--- src/rtl/instruction_fetch_pkg.sv ---
// Shared types and default constants for the instruction fetch stage.
package instruction_fetch_pkg;

  localparam int               ADDR_WIDTH_DEF  = 8;
  localparam int               DATA_WIDTH_DEF  = 8;
  localparam logic [7:0]       RESET_PC_DEF    = 8'h00;
  localparam logic [7:0]       HALT_OPCODE_DEF = 8'hFF;
  localparam int               COUNT_WIDTH     = 16;

  typedef enum logic [1:0] {
    ST_IDLE = 2'd0,
    ST_RUN  = 2'd1,
    ST_HALT = 2'd2
  } fetch_state_e;

endpackage

--- src/rtl/instruction_fetch_if.sv ---
// Memory-side and decode-side signals of the fetch stage.
// fetch_count exists only when INSTRUCTION_FETCH_COUNT_EN is defined.
interface instruction_fetch_if #(
  parameter int ADDR_WIDTH = instruction_fetch_pkg::ADDR_WIDTH_DEF,
  parameter int DATA_WIDTH = instruction_fetch_pkg::DATA_WIDTH_DEF
) ();

  logic                  enable;
  logic [ADDR_WIDTH-1:0] instruction_address;
  logic [DATA_WIDTH-1:0] instruction_data;
  logic [DATA_WIDTH-1:0] ir_data;
  logic [ADDR_WIDTH-1:0] ir_pc;
  logic                  ir_valid;
  logic                  ir_ready;
  logic                  branch_taken;
  logic [ADDR_WIDTH-1:0] branch_target;
  logic                  halted;
`ifdef INSTRUCTION_FETCH_COUNT_EN
  logic [15:0]           fetch_count;
`endif

  // Fetch stage side.
  modport master (
    input  enable, instruction_data, ir_ready, branch_taken, branch_target,
`ifdef INSTRUCTION_FETCH_COUNT_EN
    output fetch_count,
`endif
    output instruction_address, ir_data, ir_pc, ir_valid, halted
  );

  // Environment side: instruction memory, decode and control.
  modport slave (
    output enable, instruction_data, ir_ready, branch_taken, branch_target,
`ifdef INSTRUCTION_FETCH_COUNT_EN
    input  fetch_count,
`endif
    input  instruction_address, ir_data, ir_pc, ir_valid, halted
  );

endinterface

--- src/rtl/instruction_fetch_pc_reg.sv ---
// Program counter register. Next-PC priority lives here only:
// reset > branch redirect > advance (wraps modulo 2^ADDR_WIDTH) > hold.
module fetch_pc_reg
  import instruction_fetch_pkg::*;
#(
  parameter int                    ADDR_WIDTH = ADDR_WIDTH_DEF,
  parameter logic [ADDR_WIDTH-1:0] RESET_PC   = ADDR_WIDTH'(RESET_PC_DEF)
) (
  input  logic                  clk,
  input  logic                  reset,
  input  logic                  i_branch,
  input  logic [ADDR_WIDTH-1:0] i_target,
  input  logic                  i_advance,
  output logic [ADDR_WIDTH-1:0] o_pc
);

  logic [ADDR_WIDTH-1:0] r_pc;

  // PC update: redirect wins over sequential advance; otherwise hold.
  // NOTE: sequential state uses non-blocking (<=) so every register samples
  // pre-edge values regardless of block ordering.
  always_ff @(posedge clk or posedge reset) begin
    if (reset) begin
      r_pc <= RESET_PC;
    end else if (i_branch) begin
      r_pc <= i_target;
    end else if (i_advance) begin
      r_pc <= r_pc + ADDR_WIDTH'(1);
    end
  end

  assign o_pc = r_pc;

endmodule

--- src/rtl/instruction_fetch.sv ---
// Fetch stage: PC drives instruction_mem combinationally, the returned byte
// is captured into a one-entry IR with a valid/ready handshake to decode.
// Optional build macro: INSTRUCTION_FETCH_COUNT_EN adds a saturating
// 16-bit capture counter on bus.fetch_count.
module instruction_fetch
  import instruction_fetch_pkg::*;
#(
  parameter int                    ADDR_WIDTH  = ADDR_WIDTH_DEF,
  parameter int                    DATA_WIDTH  = DATA_WIDTH_DEF,
  parameter logic [ADDR_WIDTH-1:0] RESET_PC    = ADDR_WIDTH'(RESET_PC_DEF),
  parameter logic [DATA_WIDTH-1:0] HALT_OPCODE = DATA_WIDTH'(HALT_OPCODE_DEF)
) (
  input  logic                clk,
  input  logic                reset,
  instruction_fetch_if.master bus
);

  fetch_state_e          r_state;
  fetch_state_e          w_state_next;
  logic [ADDR_WIDTH-1:0] w_pc;
  logic [DATA_WIDTH-1:0] r_ir_data;
  logic [ADDR_WIDTH-1:0] r_ir_pc;
  logic                  r_ir_valid;
  logic                  r_halted;
  logic                  w_branch;
  logic                  w_capture;
  logic                  w_halt_fetch;
  logic                  w_accept;

  // Branches are ignored once halted; capture needs a free or draining IR.
  assign w_branch     = bus.branch_taken && (r_state != ST_HALT);
  assign w_capture    = (r_state == ST_RUN) && bus.enable && !bus.branch_taken
                        && (!r_ir_valid || bus.ir_ready);
  assign w_halt_fetch = w_capture && (bus.instruction_data == HALT_OPCODE);
  assign w_accept     = r_ir_valid && bus.ir_ready;

  // The PC stays on the halt address, so a halt capture does not advance.
  fetch_pc_reg #(
    .ADDR_WIDTH (ADDR_WIDTH),
    .RESET_PC   (RESET_PC)
  ) u_pc_reg (
    .clk       (clk),
    .reset     (reset),
    .i_branch  (w_branch),
    .i_target  (bus.branch_target),
    .i_advance (w_capture && !w_halt_fetch),
    .o_pc      (w_pc)
  );

  // State register.
  always_ff @(posedge clk or posedge reset) begin
    if (reset) r_state <= ST_IDLE;
    else       r_state <= w_state_next;
  end

  // Next-state logic: HALT is terminal until reset.
  // NOTE: the default assignment first keeps this block free of latches.
  always_comb begin
    w_state_next = r_state;
    case (r_state)
      ST_IDLE: if (bus.enable) w_state_next = ST_RUN;
      ST_RUN: begin
        if (w_halt_fetch)     w_state_next = ST_HALT;
        else if (!bus.enable) w_state_next = ST_IDLE;
      end
      ST_HALT: w_state_next = ST_HALT;
      default: w_state_next = ST_IDLE;
    endcase
  end

  // IR: flush on branch, load on capture, drain on accept; accepting the
  // halt instruction raises halted.
  always_ff @(posedge clk or posedge reset) begin
    if (reset) begin
      r_ir_data  <= '0;
      r_ir_pc    <= '0;
      r_ir_valid <= 1'b0;
      r_halted   <= 1'b0;
    end else if (w_branch) begin
      r_ir_valid <= 1'b0;
    end else if (w_capture) begin
      r_ir_data  <= bus.instruction_data;
      r_ir_pc    <= w_pc;
      r_ir_valid <= 1'b1;
    end else if (w_accept) begin
      r_ir_valid <= 1'b0;
      if (r_state == ST_HALT) r_halted <= 1'b1;
    end
  end

  assign bus.instruction_address = w_pc;
  assign bus.ir_data             = r_ir_data;
  assign bus.ir_pc               = r_ir_pc;
  assign bus.ir_valid            = r_ir_valid;
  assign bus.halted              = r_halted;

`ifdef INSTRUCTION_FETCH_COUNT_EN
  logic [COUNT_WIDTH-1:0] r_fetch_count;

  // Capture counter, saturating at all ones.
  always_ff @(posedge clk or posedge reset) begin
    if (reset) begin
      r_fetch_count <= '0;
    end else if (w_capture && (r_fetch_count != '1)) begin
      r_fetch_count <= r_fetch_count + COUNT_WIDTH'(1);
    end
  end

  assign bus.fetch_count = r_fetch_count;
`endif

endmodule

--- src/flat_wrapper.sv ---
// flat-port wrapper written by rule: the top's interface ports become plain ports
module instruction_fetch_flat import instruction_fetch_pkg::*;
#(
  parameter int                    ADDR_WIDTH  = ADDR_WIDTH_DEF,
  parameter int                    DATA_WIDTH  = DATA_WIDTH_DEF,
  parameter logic [ADDR_WIDTH-1:0] RESET_PC    = ADDR_WIDTH'(RESET_PC_DEF),
  parameter logic [DATA_WIDTH-1:0] HALT_OPCODE = DATA_WIDTH'(HALT_OPCODE_DEF)
)
  (clk, reset, bus_enable, bus_instruction_data, bus_ir_ready, bus_branch_taken, bus_branch_target, bus_instruction_address, bus_ir_data, bus_ir_pc, bus_ir_valid, bus_halted);
  instruction_fetch_if #(.ADDR_WIDTH(ADDR_WIDTH), .DATA_WIDTH(DATA_WIDTH)) bus_i ();
  input  logic clk;
  input  logic reset;
  input wire logic [$bits(bus_i.enable)-1:0] bus_enable;
  input wire logic [$bits(bus_i.instruction_data)-1:0] bus_instruction_data;
  input wire logic [$bits(bus_i.ir_ready)-1:0] bus_ir_ready;
  input wire logic [$bits(bus_i.branch_taken)-1:0] bus_branch_taken;
  input wire logic [$bits(bus_i.branch_target)-1:0] bus_branch_target;
  output wire logic [$bits(bus_i.instruction_address)-1:0] bus_instruction_address;
  output wire logic [$bits(bus_i.ir_data)-1:0] bus_ir_data;
  output wire logic [$bits(bus_i.ir_pc)-1:0] bus_ir_pc;
  output wire logic [$bits(bus_i.ir_valid)-1:0] bus_ir_valid;
  output wire logic [$bits(bus_i.halted)-1:0] bus_halted;
  assign bus_i.enable = bus_enable;
  assign bus_i.instruction_data = bus_instruction_data;
  assign bus_i.ir_ready = bus_ir_ready;
  assign bus_i.branch_taken = bus_branch_taken;
  assign bus_i.branch_target = bus_branch_target;
  assign bus_instruction_address = bus_i.instruction_address;
  assign bus_ir_data = bus_i.ir_data;
  assign bus_ir_pc = bus_i.ir_pc;
  assign bus_ir_valid = bus_i.ir_valid;
  assign bus_halted = bus_i.halted;
  instruction_fetch #(.ADDR_WIDTH(ADDR_WIDTH), .DATA_WIDTH(DATA_WIDTH), .RESET_PC(RESET_PC), .HALT_OPCODE(HALT_OPCODE)) u_core (.clk(clk), .reset(reset), .bus(bus_i));
endmodule
--- config.mk ---
export PLATFORM = sky130hd
export DESIGN_NAME = instruction_fetch_flat
export DESIGN_NICKNAME = d
export VERILOG_FILES = /design/src/rtl/instruction_fetch_pkg.sv /design/src/rtl/instruction_fetch_if.sv /design/src/rtl/instruction_fetch_pc_reg.sv /design/src/rtl/instruction_fetch.sv /design/src/flat_wrapper.sv
export SDC_FILE = /design/constraint.sdc
export NUM_CORES = 1
export LEC_CHECK = 0
export BUFFER_PORTS_ARGS = -buffer_cell sky130_fd_sc_hd__buf_2
export CORE_ASPECT_RATIO = 1.75
export CORE_MARGIN = 2
export CORE_UTILIZATION = 51
export CTS_CLUSTER_DIAMETER = 40
export CTS_CLUSTER_SIZE = 12
export DETAILED_ROUTE_END_ITERATION = 8
export PLACE_DENSITY = 0.83
export SYNTH_ARGS = -nofsm -noshare
export SYNTH_HDL_FRONTEND = slang
export SYNTH_SLANG_ARGS = --single-unit
--- constraint.sdc ---
create_clock -name clk -period 3 [get_ports clk]
set_input_delay 0.6 -clock clk [delete_from_list [all_inputs] [get_ports clk]]
set_output_delay 0.6 -clock clk [all_outputs]
set_load 0.1 [all_outputs]
==> results.md <==
- CTS tree: yes
- CP Class: flip-flop to output port
- Global route overflow: 0
- Commonest register cell after synthesis: dfrtp_1
- P_leak: 0.8647 nW
- Final ANT Viol Nets: 0
- GRT Util Overall: 23.84%
- Worst vdd ir: 421.4 uV
- Tmin final: 1.827 ns
- Largest family of logic cells by synthesized area: multiplexers
- Design Area, Final: 0.001539 mm^2
- Worst min-delay path class: flip-flop to flip-flop
- CTS buffer count: 3
- Post-synth cell types: 27
- IO Pins: 47
- Final Util: 66.85%
- Mapped Avg Cell Area: 12.30 um^2
- Hpwl dp: 1969 um
- Later-pin clock latency in the skew report: 0.28 ns
- Post-synth ARST share: 100.0%
- CP max stage delay: 0.47 ns
- F_max: 0.5474 GHz
- Clk slew on worst S/H paths: 0.09 ns
- Worst slew pin tran: 1.030 ns
- Syn Nets: 123
- Drc violations: 0
- Final WL: 2781 um
- Clock Path Buffers: 2
- Mapped Cells: 101
- Drt pass-1 iters: 4
- Reg2reg path depth: 4
- Hold Crit Depth: 1
- DR vias/cell: 5.688
- Initial antenna violation count: 0
- IO Port Bufs: 46
- WP data arrival: 1.23 ns
- TNS Setup: 0 ns
- Layout cell share with drive strength beyond 1: 46.62%
- Critical path depth in cells: 1
- CTS resizes: 0
- Die X: 41.31 um
- Endpoints failing setup: 0
- Setup repair after global routing missed its margin: no
- Setup bufs post-CTS: 0
- Area Growth Syn to Fin: 23.87%
- Fin. max-slew vios: 0
- Max-Slew Margin vs Limit: 31.24%
- Post-synthesis mux area share: 15.31%
- CORE AREA: 0.002302 mm^2
- Maxcap violations: 0
- PD cells: 412.2 mW/mm^2
- Crit path max-delay family: flip-flops
- Die height: 69.30 um
- Status: complete, no violations
- Clk Tree Root Cell: clkbuf_8
- Initial drt markers: 17
- Post-Synth XOR/XNOR Area: 0.7049%
- Vias in the first global route: 1056
- Flops & latches, synth: 28
- # rows: 23
- CP cell instances: buf_2
- Initial Utilization: 53.97%
- Final worst-path cycle share: 60.89%
- Hold Violations, Final: 0
- N_diodes: 0
- Sequential area share after synthesis: 56.39%
- Adder-Cell Fraction of Synth Area: 1.007%
- Crit path launch type: flip-flop
- Largest net degree at the start of global routing: 29
- Via count: 984
- Clock Sinks: 28
- Fill cells: 179
- Worst path required time: 2.40 ns
- Cell area after synthesis: 0.001242 mm^2
- DIE AREA: 0.002863 mm^2
- Max FO, Critical Path: 7
- Global-route wire length before repair: 4726 um
- Hold-fix buffers, CTS: 0
- Area after DPL: 0.001484 mm^2
- Ys Warns: 0
- Crit path capture type: output port
- Synth Area in Simple Gates: 12.59%
- Buf/Inv on CP: 1
- Slowest-stage cell, CP: dfrtp_1
- Clock skew: 0.002007 ns
- Drt wl/cell: 16.08 um
- GP Congestion: 0.7736
- Nets: 171
- Number of synthesized flops with an enable pin: 0
- Post-synthesis compound-gate area fraction: 11.18%
- H-tree depth: 1
## metal layers
layer	GRT usage [%]	routed length (um)	vias to the layer above
li1	-	-	469
met1	29.74	1049	477
met2	38.37	1534	33
met3	3.846	135	5
met4	10.04	61	0
met5	0	0	-
## power by group
part | switching, mW | internal [mW]
registers | 0 | 0.377
logic | 0.0133 | 0.00990
clock network | 0.116 | 0.118
total | 0.130 | 0.505
## Yosys cell counts, types with 2 or more instances
library cell | instances | area [um^2]
a21oi_1 | 2 | 10.01
a31oi_1 | 6 | 37.54
dfrtp_1 | 28 | 700.7
inv_1 | 4 | 15.01
mux2_2 | 16 | 180.2
nand2_1 | 3 | 11.26
nand2b_1 | 2 | 12.51
nand3_1 | 4 | 20.02
nand4_1 | 3 | 18.77
nor2_1 | 7 | 26.28
o21ai_0 | 3 | 15.01
o31ai_1 | 4 | 30.03
or3_1 | 2 | 12.51
or4_1 | 4 | 30.03
## through the flow
stage	hold slack (ns)	total power, mW	instances	worst slack, ns
3_3_place_gp	0.4523	0.4071	169	1.048
4_1_cts	0.4811	0.6340	173	1.192
3_5_place_dp	0.4569	0.4081	169	1.012
6_report	0.4739	0.6344	173	1.173
2_1_floorplan	0.4997	0.3918	101	0.8988
5_1_grt	0.5200	0.6514	173	1.143
## final timing paths
kind	start	end	slack [ns]
min reg2reg	u_core.bus.halted$_DFFE_PP0P_	u_core.bus.halted$_DFFE_PP0P_	0.47
max in group asynchronous	reset	u_core.bus.ir_pc[3]$_DFFE_PP0P_	1.82
min in group asynchronous	reset	u_core.bus.ir_data[5]$_DFFE_PP0P_	0.55
min	u_core.bus.halted$_DFFE_PP0P_	u_core.bus.halted$_DFFE_PP0P_	0.47
max reg2reg	u_core.r_state[1]$_DFFE_PP0P_	u_core.u_pc_reg.o_pc[5]$_DFFE_PP0P_	1.26
max	u_core.u_pc_reg.o_pc[4]$_DFFE_PP0P_	bus_instruction_address[4]	1.17
## flip-flops by register name, summed over array words and instances, names as in the netlist
register / count
u_core.bus.ir_valid: 1
u_core.u_pc_reg.o_pc: 8
u_core.bus.ir_data: 8
u_core.bus.halted: 1
u_core.r_state: 2
u_core.bus.ir_pc: 8
## logic make-up (layout without fill, tap and decap cells)
logic type,after synthesis,after routing
mux,17,17
xor+xnor,1,1
simple gates,28,28
buf+inv,7,54
flops,28,28
compound gates,19,19
fa+ha+maj,1,1
## area by class of cell
cell class / count / area, um^2 / area share, %
inverter: 4 / 15.01 / 0.9756
sequential: 28 / 700.7 / 45.53
tap: 25 / 31.28 / 2.033
clock buffer: 4 / 55.05 / 3.577
timing repair buffer: 46 / 230.2 / 14.96
multi-input combinational: 66 / 506.7 / 32.93
## layout by cell type, fill, tap and decap left out, drive strengths merged
cell	instances
mux2i	1
dfrtp	28
a31oi	6
o31ai	4
xor2	1
or3	2
and4bb	1
inv	4
or4	4
nand2b	2
ha	1
o21ai	3
buf	46
mux2	16
and3	1
nand2	4
o311a	1
nand4	3
a21oi	2
o211ai	2
nand3	4
o21bai	1
clkbuf	4
nor2	7
Power figures use the tool's default switching activity.
